$ cat config.mk
export PLATFORM = sky130hd
export DESIGN_NAME = regfile_wb_arbiter
export DESIGN_NICKNAME = d
export VERILOG_FILES = /design/src/rtl/cpu_pkg.sv /design/src/rtl/regfile_wb_arbiter_sat_counter.sv /design/src/rtl/regfile_wb_arbiter.sv
export SDC_FILE = /design/constraint.sdc
export NUM_CORES = 1
export LEC_CHECK = 0
export BUFFER_PORTS_ARGS = -buffer_cell sky130_fd_sc_hd__buf_2
export CORE_ASPECT_RATIO = 0.5
export CORE_UTILIZATION = 38
export CTS_CLUSTER_DIAMETER = 200
export DETAILED_ROUTE_END_ITERATION = 12
export PLACE_DENSITY = 0.81
export SYNTH_ARGS = -nofsm -noshare
export SYNTH_HDL_FRONTEND = slang
export SYNTH_SLANG_ARGS = --single-unit
$ cat constraint.sdc
create_clock -name clk -period 1.9 [get_ports clk]
set_clock_uncertainty 0.2 [all_clocks]
set_input_delay 0.38 -clock clk [delete_from_list [all_inputs] [get_ports clk]]
set_output_delay 0.38 -clock clk [all_outputs]
set_load 0.02 [all_outputs]
$ cat src/rtl/cpu_pkg.sv
// rtl/cpu_pkg.sv - shared constants and types for the writeback arbiter
package cpu_pkg;

  localparam int ADDR_W = 5;
  localparam int DATA_W = 32;

  typedef enum logic [0:0] {
    NORMAL  = 1'b0,
    FORCE_B = 1'b1
  } arb_state_e;

  localparam logic [ADDR_W-1:0] REG_ZERO = '0;

endpackage

$ cat src/rtl/regfile_wb_arbiter_sat_counter.sv
// rtl/regfile_wb_arbiter_sat_counter.sv - saturating up-counter with clear
module sat_counter #(
  parameter int               WIDTH = 4,
  parameter logic [WIDTH-1:0] LIMIT = '1
) (
  input  logic             clk,
  input  logic             rst_n,
  input  logic             clear,
  input  logic             inc,
  output logic [WIDTH-1:0] count,
  output logic [WIDTH-1:0] count_next
);

  logic [WIDTH-1:0] r_count;
  logic [WIDTH-1:0] w_next;

  // Clear has priority over increment; the count sticks at LIMIT.
  always_comb begin
    w_next = r_count;
    if (clear) begin
      w_next = '0;
    end else if (inc && (r_count != LIMIT)) begin
      w_next = r_count + WIDTH'(1);
    end
  end

  // Count register.
  always_ff @(posedge clk) begin
    if (!rst_n) begin
      r_count <= '0;
    end else begin
      r_count <= w_next;
    end
  end

  assign count      = r_count;
  assign count_next = w_next;

endmodule

$ cat src/rtl/regfile_wb_arbiter.sv
// rtl/regfile_wb_arbiter.sv - two-source arbiter for the register file write port
module regfile_wb_arbiter
  import cpu_pkg::*;
#(
  parameter int DATA_W       = cpu_pkg::DATA_W,
  parameter int ADDR_W       = cpu_pkg::ADDR_W,
  parameter int STARVE_LIMIT = 4,
  parameter int CNT_W        = 16
) (
  input  logic              clk,
  input  logic              rst_n,
  input  logic              a_valid,
  input  logic [ADDR_W-1:0] a_addr,
  input  logic [DATA_W-1:0] a_data,
  output logic              a_ready,
  input  logic              b_valid,
  input  logic [ADDR_W-1:0] b_addr,
  input  logic [DATA_W-1:0] b_data,
  output logic              b_ready,
  output logic              wr_en,
  output logic [ADDR_W-1:0] wr_addr,
  output logic [DATA_W-1:0] wr_data,
  output logic              force_b,
  output logic [CNT_W-1:0]  a_stall_cnt
);

  localparam logic [3:0] LIMIT4 = 4'(STARVE_LIMIT);

  arb_state_e        r_state;
  arb_state_e        w_state_next;
  logic              w_a_ready;
  logic              w_b_ready;
  logic              w_a_acc;
  logic              w_b_acc;
  logic [3:0]        w_wait_unused_cnt;
  logic [3:0]        w_wait_next;
  logic [CNT_W-1:0]  w_stall_unused_next;
  logic              r_wr_en;
  logic [ADDR_W-1:0] r_wr_addr;
  logic [DATA_W-1:0] r_wr_data;

  // Grant: A wins in NORMAL, B owns the port in FORCE_B; nothing granted in reset.
  always_comb begin
    w_a_ready = 1'b0;
    w_b_ready = 1'b0;
    if (rst_n) begin
      if (r_state == FORCE_B) begin
        w_b_ready = b_valid;
      end else begin
        w_a_ready = a_valid;
        w_b_ready = b_valid && !a_valid;
      end
    end
  end

  assign w_a_acc = a_valid && w_a_ready;
  assign w_b_acc = b_valid && w_b_ready;

  // Consecutive cycles B has been kept waiting.
  sat_counter #(
    .WIDTH (4),
    .LIMIT (LIMIT4)
  ) u_wait_cnt (
    .clk        (clk),
    .rst_n      (rst_n),
    .clear      (!b_valid || w_b_acc),
    .inc        (b_valid && !w_b_ready),
    .count      (w_wait_unused_cnt),
    .count_next (w_wait_next)
  );

  // Cycles A was held off; saturates at all-ones.
  sat_counter #(
    .WIDTH (CNT_W)
  ) u_a_stall_cnt (
    .clk        (clk),
    .rst_n      (rst_n),
    .clear      (1'b0),
    .inc        (a_valid && !w_a_ready),
    .count      (a_stall_cnt),
    .count_next (w_stall_unused_next)
  );

  // Enter FORCE_B when B's wait hits the limit; leave once B is served or withdrawn.
  always_comb begin
    w_state_next = r_state;
    if (r_state == NORMAL) begin
      if (w_wait_next == LIMIT4) begin
        w_state_next = FORCE_B;
      end
    end else if (w_b_acc || !b_valid) begin
      w_state_next = NORMAL;
    end
  end

  // State register.
  always_ff @(posedge clk) begin
    if (!rst_n) begin
      r_state <= NORMAL;
    end else begin
      r_state <= w_state_next;
    end
  end

  // Register the winning write; register 0 is accepted but never written.
  always_ff @(posedge clk) begin
    if (!rst_n) begin
      r_wr_en   <= 1'b0;
      r_wr_addr <= '0;
      r_wr_data <= '0;
    end else if (w_a_acc) begin
      r_wr_en   <= (a_addr != REG_ZERO);
      r_wr_addr <= a_addr;
      r_wr_data <= a_data;
    end else if (w_b_acc) begin
      r_wr_en   <= (b_addr != REG_ZERO);
      r_wr_addr <= b_addr;
      r_wr_data <= b_data;
    end else begin
      r_wr_en   <= 1'b0;
    end
  end

  assign a_ready = w_a_ready;
  assign b_ready = w_b_ready;
  assign wr_en   = r_wr_en;
  assign wr_addr = r_wr_addr;
  assign wr_data = r_wr_data;
  assign force_b = (r_state == FORCE_B);

endmodule

==> flow_metrics.py, run 1 <==
metrics = {
    "sta": {
        "finalHoldWorstSlack_ps": 134.6,
        "layout_min_cycle_time_ps": 1840,
        "worst_slew_margin_rel_pct": 69.08,
        "finalWorstSetupSlack_ps": 60.19,
        "rsz0062_at_grt": "true",
        "worstMarginPinSlew_ps": 463.7,
        "setup_viol_count_final": 0,
        "timing.setup.tns_ps": 0,
        "final_max_slew_viol_count": 0,
        "period_share_pct": 96.83,
        "timing.final.hold_violations": 0,
        "max_freq_mhz": 543.5,
    },
    "route": {
        "dr_total_vias": 2827,
        "via_per_inst": 5.140,
        "drt_wl_total_mm": 7.390,
        "wire_per_inst_um": 13.44,
        "drt_iter0_markers": 189,
        "ant_nets": 0,
        "detail_route.drc_violations": 0,
        "firstDrtPassIters": 4,
    },
    "synth": {
        "syn_nets": 390,
        "yosys_register_bits": 59,
        "synthArstFlopShare_pct": 0,
        "post-synth-top-area-fraction_pct": 41.73,
        "yosys-top-cells-area": "dfxtp_1 42%, mux2i_1 15%, a211oi_1 9.8%",
        "synth_cells": 309,
        "postSynth.topFlopCell": "dfxtp_1",
        "postSynthAreaPerCell_sq_um": 9.159,
        "cell_type_with_the_largest_total_area_after_synthesis": "dfxtp_1",
        "number_of_synthesized_flops_with_an_enable_pin": 0,
        "ys_seq_area_share_pct": 41.73,
        "synthesis.area_sq_um": 2830,
        "yosysUniqueCellTypes": 45,
        "yosys_warnings": 0,
    },
    "floorplanning": {
        "die-area_sq_um": 7818,
        "fp.dieH_um": 63.03,
        "io-pin-count": 135,
        "initial_core_util_pct": 40.80,
        "core_area_sq_um": 6937,
        "fp.dieW_um": 124.1,
        "rows": 21,
    },
    "worst_setup_path": {
        "data_arrival_at_the_endpoint_of_the_critical_path_ps": 1860,
        "critical_path_class": "reg2reg",
        "critPathLaunch": "u_a_stall_cnt.count[0]$_SDFFE_PN0P_",
        "rr_startpoint": "u_a_stall_cnt.count[0]$_SDFFE_PN0P_",
        "path_max_fanout": 6,
        "required_worst_endpoint_ps": 1920,
        "endpoint_kind": "flip-flop",
        "setup.worst_path.start_class": "flip-flop",
    },
    "final_layout": {
        "num-nets-final": 534,
        "layout.cells.non_filler": 550,
        "area_growth_syn_to_layout_pct": 39.79,
        "number_of_antenna_diodes": 0,
        "postLayoutCoreUtil_pct": 57.03,
        "layout_cells_sized_above_1_pct": 39.08,
        "final_cell_area_sq_um": 3956,
        "n_fill_cell": 652,
    },
    "global_route": {
        "grt_usage_pct": 20.24,
        "antenna_found_initial": 0,
        "maximum_number_of_pins_on_one_net_before_global_route_repair": 49,
        "grt_pass1_vias": 2618,
        "grt_overflow": 0,
        "grt_first_pass_wirelength_mm": 12.12,
    },
    "cts": {
        "numCtsBuffers": 9,
        "post_cts.resized_instances": 0,
        "tritoncts_clock_tree": "done",
        "clkSlewWorstSetupHoldPaths_ps": 50,
        "clock_latency_ps": 330,
        "clock_tree.htree_level_count": 3,
        "cts_hold_buffers": 0,
        "ctsLongestPathBuffers": 2,
        "number_of_sinks_on_the_clock_net": 59,
        "cts_root_buffer": "clkbuf_16",
        "post_cts_buffers": 0,
    },
    "placed_design": {
        "buffer_ports.inserted": 134,
        "globalplace.congestion": 0.8142,
        "post-place-ws_ps": 70.50,
        "detailed_place.area_sq_um": 3671,
        "place.detailed.instances": 534,
        "dpl.hpwl_mm": 5.395,
    },
    "hold_path": {
        "hold_path.class": "in2reg",
        "min-delay-start": "a_data[23]",
    },
    "power": {
        "worst_vdd_drop_mv": 0.4830,
        "fin_total_pwr_mw": 3.268,
        "power.static_leakage_nw": 1.870,
        "power_density_nw_per_um2": 826.1,
    },
    "flow_run": {
        "cap_viol_max_count": 0,
    },
    "outcome": {
        "outcome": "completed",
    },
}
## cell type report
class | count | area, sq um | area share (%)
Sequential cell | 59 | 1184 | 29.92
Clock inverter | 2 | 10.01 | 0.2530
Tap cell | 92 | 115.1 | 2.910
Inverter | 6 | 22.52 | 0.5693
Clock buffer | 14 | 264.0 | 6.673
Multi-Input combinational cell | 223 | 1540 | 38.93
Timing Repair Buffer | 154 | 820.8 | 20.75
## cell usage after synthesis, types with 2 or more instances
cell type / instances
ha_1: 3
clkbuf_1: 10
and4_1: 3
nor3_1: 8
mux2i_1: 41
nand4_1: 3
and3_1: 3
or4_1: 7
buf_1: 3
inv_1: 5
o31ai_1: 6
a21oi_1: 10
nor4_1: 5
or3_1: 2
o21ai_1: 5
o211a_1: 2
dfxtp_1: 59
nand3_1: 7
a211oi_1: 37
nor2_1: 43
nand2b_1: 6
nand2_1: 13
buf_2: 5
a31oi_1: 2
## critical path, cell delays in order (launching register included)
cell and delay, ps:
dfxtp_2 360, ha_1 200, and3_1 210, nand3_2 120, or4_1 520, o211a_1 130
## sequential cells by signal (all words and copies together), names as in the netlist
signal               flops
wr_addr                  5
u_wait_cnt.count         4
wr_data                 32
u_a_stall_cnt.count     16
wr_en                    1
force_b                  1
## power by group
part           switching [mW]  total [mW]  internal, mW
logic                   0.258       0.454         0.196
registers              0.0328        1.34          1.31
clock network           0.528        1.48         0.948
total                   0.819        3.27          2.45
## layout by cell type (no fill, tap or decap), drive strengths merged
master and n:
buf 154, dfxtp 59, nor2 43, mux2i 41, a211oi 37, nand2 14, clkbuf 14, a21oi 10
nor3 8, nand3 8, or4 7, o31ai 6, inv 6, nand2b 6, o21ai 6, nor4 6
nand4 4, and3 3, and4 3, ha 3, or3 3, a31oi 2, o211a 2, clkinv 2
and2 1, nor3b 1, o211ai 1, nand4b 1, xnor2 1, nand3b 1, or3b 1, a21boi 1
a221oi 1, a41oi 1, o2111ai 1
## final timing paths
kind / end / slack [ps] / cells after the start
setup / recovery: u_a_stall_cnt.count[12]$_SDFFE_PN0P_ / 60 / 5
hold / removal: wr_data[23]$_SDFFE_PN0P_ / 130 / 3
setup reg to reg: u_a_stall_cnt.count[12]$_SDFFE_PN0P_ / 60 / 5
hold reg to reg: u_a_stall_cnt.count[0]$_SDFFE_PN0P_ / 320 / 2
## routing by layer
| layer | GRT usage [%] | share of wire, % | vias to the layer above |
|---|---|---|---|
| li1 | - | - | 1443 |
| met3 | 8.212 | 5.6 | 2 |
| met5 | 0 | 0 | - |
| met4 | 5.208 | 0.39 | 0 |
| met1 | 23.19 | 44 | 1307 |
| met2 | 34.67 | 50 | 75 |
## kinds of logic (layout without fill, tap and decap cells)
logic type / after synthesis / in the layout / share of synthesized area [%]
AOI/OAI and AO/OA: 68 / 68 / 16.84
xor gates and xnor gates: 1 / 1 / 0.3095
adders and majority gates: 3 / 3 / 1.326
buffers and inverters: 27 / 176 / 4.333
DFF: 59 / 59 / 41.73
muxes: 41 / 41 / 14.50
and+or+nand+nor: 110 / 110 / 20.96
Note: power is estimated with default switching activity, not from simulation.
==> inputs of run 2 (changes only) <==
--- a/config.mk
+++ b/config.mk
@@ -7,10 +7,11 @@
 export LEC_CHECK = 0
 export BUFFER_PORTS_ARGS = -buffer_cell sky130_fd_sc_hd__buf_2
 export CORE_ASPECT_RATIO = 0.5
-export CORE_UTILIZATION = 38
+export CORE_UTILIZATION = 42
 export CTS_CLUSTER_DIAMETER = 200
 export DETAILED_ROUTE_END_ITERATION = 12
-export PLACE_DENSITY = 0.81
+export GPL_TIMING_DRIVEN = 0
+export PLACE_DENSITY = 0.87
 export SYNTH_ARGS = -nofsm -noshare
 export SYNTH_HDL_FRONTEND = slang
 export SYNTH_SLANG_ARGS = --single-unit
==> run 2 against run 1 <==
Compared with the run above: die area down 9.3%; worst setup slack got worse by 39 ps; sequential share of layout area about the same; critical path depth shrank 1.
==> flow_metrics.py, run 2 (synthesis gave the netlist of run 1 again) <==
metrics = {
    "route": {
        "ant_nets": 0,
        "drt_iter0_markers": 210,
        "via_per_inst": 5.320,
        "detail_route.drc_violations": 0,
        "drt_wl_total_mm": 7.925,
        "dr_total_vias": 2889,
        "firstDrtPassIters": 4,
        "wire_per_inst_um": 14.59,
    },
    "cts": {
        "clock_tree.htree_level_count": 3,
        "tritoncts_clock_tree": "done",
        "number_of_sinks_on_the_clock_net": 59,
        "ctsLongestPathBuffers": 2,
        "numCtsBuffers": 9,
        "clkSlewWorstSetupHoldPaths_ps": 50,
        "clock_latency_ps": 330,
        "cts_hold_buffers": 0,
        "cts_root_buffer": "clkbuf_16",
    },
    "global_route": {
        "antenna_found_initial": 0,
        "grt_first_pass_wirelength_mm": 12.74,
        "grt_overflow": 0,
        "grt_usage_pct": 23.14,
        "maximum_number_of_pins_on_one_net_before_global_route_repair": 20,
        "grt_pass1_vias": 2695,
    },
    "placed_design": {
        "globalplace.congestion": 0.8091,
        "buffer_ports.inserted": 133,
        "place.detailed.instances": 530,
        "dpl.hpwl_mm": 5.780,
    },
    "floorplanning": {
        "fp.dieW_um": 118.1,
        "fp.dieH_um": 60.05,
        "rows": 20,
        "die-area_sq_um": 7091,
        "io-pin-count": 135,
        "initial_core_util_pct": 45.06,
        "core_area_sq_um": 6281,
    },
    "worst_setup_path": {
        "required_worst_endpoint_ps": 1320,
        "critical_path_class": "reg2out",
        "path_max_fanout": 6,
        "setup.worst_path.start_class": "flip-flop",
        "endpoint_kind": "primary output",
        "data_arrival_at_the_endpoint_of_the_critical_path_ps": 1300,
    },
    "sta": {
        "worst_slew_margin_rel_pct": 67.87,
        "finalHoldWorstSlack_ps": 139.1,
        "setup_viol_count_final": 0,
        "worstMarginPinSlew_ps": 481.9,
        "final_max_slew_viol_count": 0,
        "layout_min_cycle_time_ps": 1879,
        "timing.final.hold_violations": 0,
        "max_freq_mhz": 532.3,
        "period_share_pct": 98.87,
        "rsz0062_at_grt": "true",
    },
    "final_layout": {
        "largest_register_ffs": 32,
        "num-nets-final": 531,
        "area_growth_syn_to_layout_pct": 40.36,
        "mostFrequentLayoutCell": "buf_2",
        "layout.cells.non_filler": 543,
        "number_of_antenna_diodes": 0,
        "mostFrequentLayoutCells": "133 x buf_2, 54 x dfxtp_1, 43 x nor2_1",
        "layout_cells_sized_above_1_pct": 37.80,
    },
    "outcome": {
        "outcome": "completed",
    },
    "power": {
        "power.static_leakage_nw": 1.834,
        "worst_vdd_drop_mv": 0.4549,
        "power_density_nw_per_um2": 882.2,
    },
    "hold_path": {
        "hold_path.class": "in2reg",
    },
    "flow_run": {
        "cap_viol_max_count": 0,
    },
}
[run 2: changes by cell type in the layout (fill, tap and decap cells not counted), moves of 2 or more]
cell | previous run | this run
buf_1 | 0 | 2
buf_6 | 0 | 2
dfxtp_2 | 2 | 5
clkbuf_1 | 3 | 9
bufinv_16 | 0 | 2
dfxtp_1 | 57 | 54
buf_4 | 20 | 4
[run 2: worst paths after layout]
kind,startpoint,end,slack [ps],depth (start not counted)
setup / recovery,force_b$_SDFF_PN0_,b_ready,20,4
hold / removal,a_data[6],wr_data[6]$_SDFFE_PN0P_,140,3
hold reg to reg,u_a_stall_cnt.count[4]$_SDFFE_PN0P_,u_a_stall_cnt.count[4]$_SDFFE_PN0P_,310,1
setup reg to reg,u_a_stall_cnt.count[0]$_SDFFE_PN0P_,u_a_stall_cnt.count[12]$_SDFFE_PN0P_,80,5
[run 2: area by class of cell]
class / count / area [sq um]
inverters: 6 / 22.52
flip-flops and latches: 59 / 1187
repair buffers: 134 / 678.2
plain buffers: 17 / 100.1
fillers: 528 / 2308
clock inverters: 5 / 77.57
multi-input cells: 223 / 1564
well taps: 88 / 110.1
clock buffers: 11 / 232.7
[run 2: what timing repair did]
item | 4_1_cts | 5_1_grt
gates resized for setup | 11 | 9
setup endpoints to repair | 10 | 7
buffers inserted | 1 | 0
[run 2: metrics by stage]
stage                     power [mW]  instance area [sq um]  worst slack [ps]  utilization (%)  TNS, ps
after floorplan                1.625                   2834             11.67                -        0
after global placement         1.808                   3610            -263.7            57.47    -1341
after detailed placement       1.821                   3610            -261.3            57.47    -1369
after CTS                      3.519                   3949             4.385            62.87        0
after global routing           3.639                   3973            -23.27            63.25   -23.27
final                          3.504                   3973             21.44            63.25        0
[run 2: critical path, stage by stage (launching register included)]
cell and delay (ps):
dfxtp_2 340, nand2b_4 170, clkbuf_8 150, and3_1 170, buf_4 150
[run 2: routing by layer]
| layer | track usage (%) | part of all wire (%) | up-vias |
|---|---|---|---|
| met3 | 4.771 | 3.0 | 17 |
| met5 | 0 | 0 | - |
| met1 | 26.73 | 44 | 1366 |
| met4 | 9.890 | 2.1 | 0 |
| met2 | 43.03 | 51 | 70 |
| li1 | - | - | 1436 |
[run 2: where the power goes]
part	total, mW	internal [mW]	leakage [nW]	switching (mW)
registers	1.34	1.31	0.489	0.0352
clock network	1.70	1.14	0.150	0.556
logic	0.465	0.196	1.20	0.269
total	3.50	2.64	1.83	0.860
==> inputs of run 3 (changes only) <==
--- a/config.mk
+++ b/config.mk
@@ -6,12 +6,14 @@
 export NUM_CORES = 1
 export LEC_CHECK = 0
 export BUFFER_PORTS_ARGS = -buffer_cell sky130_fd_sc_hd__buf_2
+export CELL_PAD_IN_SITES_DETAIL_PLACEMENT = 2
+export CELL_PAD_IN_SITES_GLOBAL_PLACEMENT = 2
 export CORE_ASPECT_RATIO = 0.5
-export CORE_UTILIZATION = 42
+export CORE_UTILIZATION = 23
 export CTS_CLUSTER_DIAMETER = 200
 export DETAILED_ROUTE_END_ITERATION = 12
 export GPL_TIMING_DRIVEN = 0
-export PLACE_DENSITY = 0.87
+export PLACE_DENSITY = 0.86
 export SYNTH_ARGS = -nofsm -noshare
 export SYNTH_HDL_FRONTEND = slang
 export SYNTH_SLANG_ARGS = --single-unit
==> run 3 against run 2 <==
Compared with the run above: final area up 4.2%; critical path depth up 1; largest power group unchanged; highest routed layer unchanged; non-clock buffer count up 4; routed wire length up 44%; sequential power about the same; largest cell class unchanged; worst hold slack worse by 7.1 ps; critical path type is now reg2reg; cell count up 15%.
==> flow_metrics.py, run 3 (synthesis gave the netlist of run 1 again) <==
metrics = {
    "final_layout": {
        "final_cell_area_sq_um": 4139,
        "num-nets-final": 535,
        "multi_input_comb_area_sq_um": 1582,
        "number_of_antenna_diodes": 0,
        "n_fill_cell": 1371,
        "mostFrequentLayoutCell": "buf_2",
        "area_growth_syn_to_layout_pct": 46.24,
        "largest_register_ffs": 32,
        "mostFrequentLayoutCells": "134 x buf_2, 48 x dfxtp_1, 42 x nor2_1",
        "register_area_sq_um": 1202,
        "layout.cells.non_filler": 624,
        "layout_cells_sized_above_1_pct": 40.74,
    },
    "worst_setup_path": {
        "setup.worst_path.start_class": "flip-flop",
        "endpoint_kind": "flip-flop",
        "required_worst_endpoint_ps": 1920,
        "rrSetupSlack_ps": 30,
        "cpPeakStageDelay_ps": 410,
        "critPathSlowestCell": "clkbuf_1",
        "data_arrival_at_the_endpoint_of_the_critical_path_ps": 1890,
        "worst_r2r_path_depth": 5,
        "crit_chain": "nand2b_4 -> buf_4 -> clkbuf_1 -> nor2_1 -> a211oi_1",
        "path_max_fanout": 10,
        "critical_path_class": "reg2reg",
    },
    "global_route": {
        "gr-usage-met3_pct": 4.132,
        "maximum_number_of_pins_on_one_net_before_global_route_repair": 20,
        "grt_overflow": 0,
        "grt.met2_usage_pct": 32.76,
        "global_route.usage.met1_pct": 19.06,
        "antenna_found_initial": 0,
        "grt_usage_pct": 17.56,
        "grt_pass1_vias": 3262,
        "grt.busiest_layer": "met2",
        "grt_first_pass_wirelength_mm": 17.10,
    },
    "cts": {
        "number_of_sinks_on_the_clock_net": 59,
        "clkSlewWorstSetupHoldPaths_ps": 50,
        "ctsLongestPathBuffers": 2,
        "tritoncts_clock_tree": "done",
        "numCtsBuffers": 9,
        "clock_latency_ps": 340,
        "cts_root_buffer": "clkbuf_16",
        "clock_tree.htree_level_count": 3,
    },
    "floorplanning": {
        "core_area_sq_um": 11910,
        "initial_core_util_pct": 23.76,
        "rows": 28,
        "fp.dieH_um": 80.44,
        "fp.dieW_um": 158.9,
        "die-area_sq_um": 12780,
        "io-pin-count": 135,
    },
    "sta": {
        "period_share_pct": 98.37,
        "timing.final.hold_violations": 0,
        "max_freq_mhz": 535.0,
        "worst_slew_margin_rel_pct": 61.55,
        "setup_viol_count_final": 0,
        "worstMarginPinSlew_ps": 576.8,
        "finalHoldWorstSlack_ps": 132.0,
        "layout_min_cycle_time_ps": 1869,
        "timing.setup.tns_ps": 0,
        "finalWorstSetupSlack_ps": 30.97,
        "final_max_slew_viol_count": 0,
    },
    "hold_path": {
        "timing.hold.worst_path_depth": 3,
        "hold_path.class": "in2reg",
    },
    "power": {
        "worst_vdd_drop_mv": 0.3440,
        "power.static_leakage_nw": 1.867,
        "power_density_nw_per_um2": 864.5,
    },
    "route": {
        "wire_per_inst_um": 18.26,
        "dr_total_vias": 3036,
        "drt_wl_total_mm": 11.40,
        "via_per_inst": 4.865,
        "drt_iter0_markers": 81,
        "ant_nets": 0,
        "detail_route.drc_violations": 0,
        "firstDrtPassIters": 4,
    },
    "placed_design": {
        "detailed_place.area_sq_um": 3706,
        "post-place-ws_ps": -367.4,
        "dpl.hpwl_mm": 7.773,
        "buffer_ports.inserted": 133,
        "place.detailed.instances": 607,
        "globalplace.congestion": 0.7417,
    },
    "flow_run": {
        "cap_viol_max_count": 0,
    },
    "outcome": {
        "outcome": "completed",
    },
}
run 3: cell count changes in the layout (fill, tap and decap cells not counted), sizes merged:
| cell | previous run | this run |
|---|---|---|
| clkinv | 2 | 4 |
| clkbuf | 21 | 19 |
| buf | 141 | 146 |
| clkinvlp | 1 | 0 |
run 3: metrics by stage:
step | utilization, % | total power, mW
floorplan | - | 1.625
global placement | 31.11 | 1.824
detailed placement | 31.11 | 1.842
CTS | 34.60 | 3.618
global route | 34.75 | 3.709
finish | 34.75 | 3.578
run 3: repair_timing:
item,4_1_cts,5_1_grt
gates resized for setup,24,18
hold buffers,0,0
hold endpoints to repair,0,0
endpoints found under the setup margin,17,12
buffers inserted,4,1
cloned,0,1
pin swaps,1,2
run 3: worst max-delay path: cells and delay by family, from the launching register on:
| kind | cells | cell delay (ps) |
|---|---|---|
| DFF | 1 | 360 |
| and+or+nand+nor | 2 | 300 |
| buffers and inverters | 2 | 540 |
| AOI/OAI and AO/OA | 1 | 340 |
run 3: area by class of cell:
class,instances,share of cell area [%]
Multi-Input combinational cell,223,38.21
Tap cell,165,4.988
Inverter,6,0.6046
Timing Repair Buffer,139,17.41
Sequential cell,59,29.05
Buffer,16,2.267
Clock inverter,6,1.935
Clock buffer,10,5.532
run 3: layer usage:
metal / vias up / share of wire, % / wire length [um]
met5: - / 0 / 0
met4: 0 / 2.9 / 329
met3: 27 / 2.7 / 312
met2: 56 / 52 / 5954
met1: 1505 / 42 / 4798
li1: 1448 / - / -
run 3: worst paths after layout:
kind,from,end
max,force_b$_SDFF_PN0_,wr_addr[3]$_SDFFE_PN0P_
min,a_data[18],wr_data[18]$_SDFFE_PN0P_
max reg2reg,force_b$_SDFF_PN0_,wr_addr[3]$_SDFFE_PN0P_
min reg2reg,u_a_stall_cnt.count[4]$_SDFFE_PN0P_,u_a_stall_cnt.count[4]$_SDFFE_PN0P_
run 3: power breakdown:
part | internal, mW | total, mW | switching (mW) | leakage [nW]
registers | 1.30 | 1.34 | 0.0386 | 0.493
logic | 0.203 | 0.501 | 0.297 | 1.22
clock network | 1.14 | 1.74 | 0.599 | 0.156
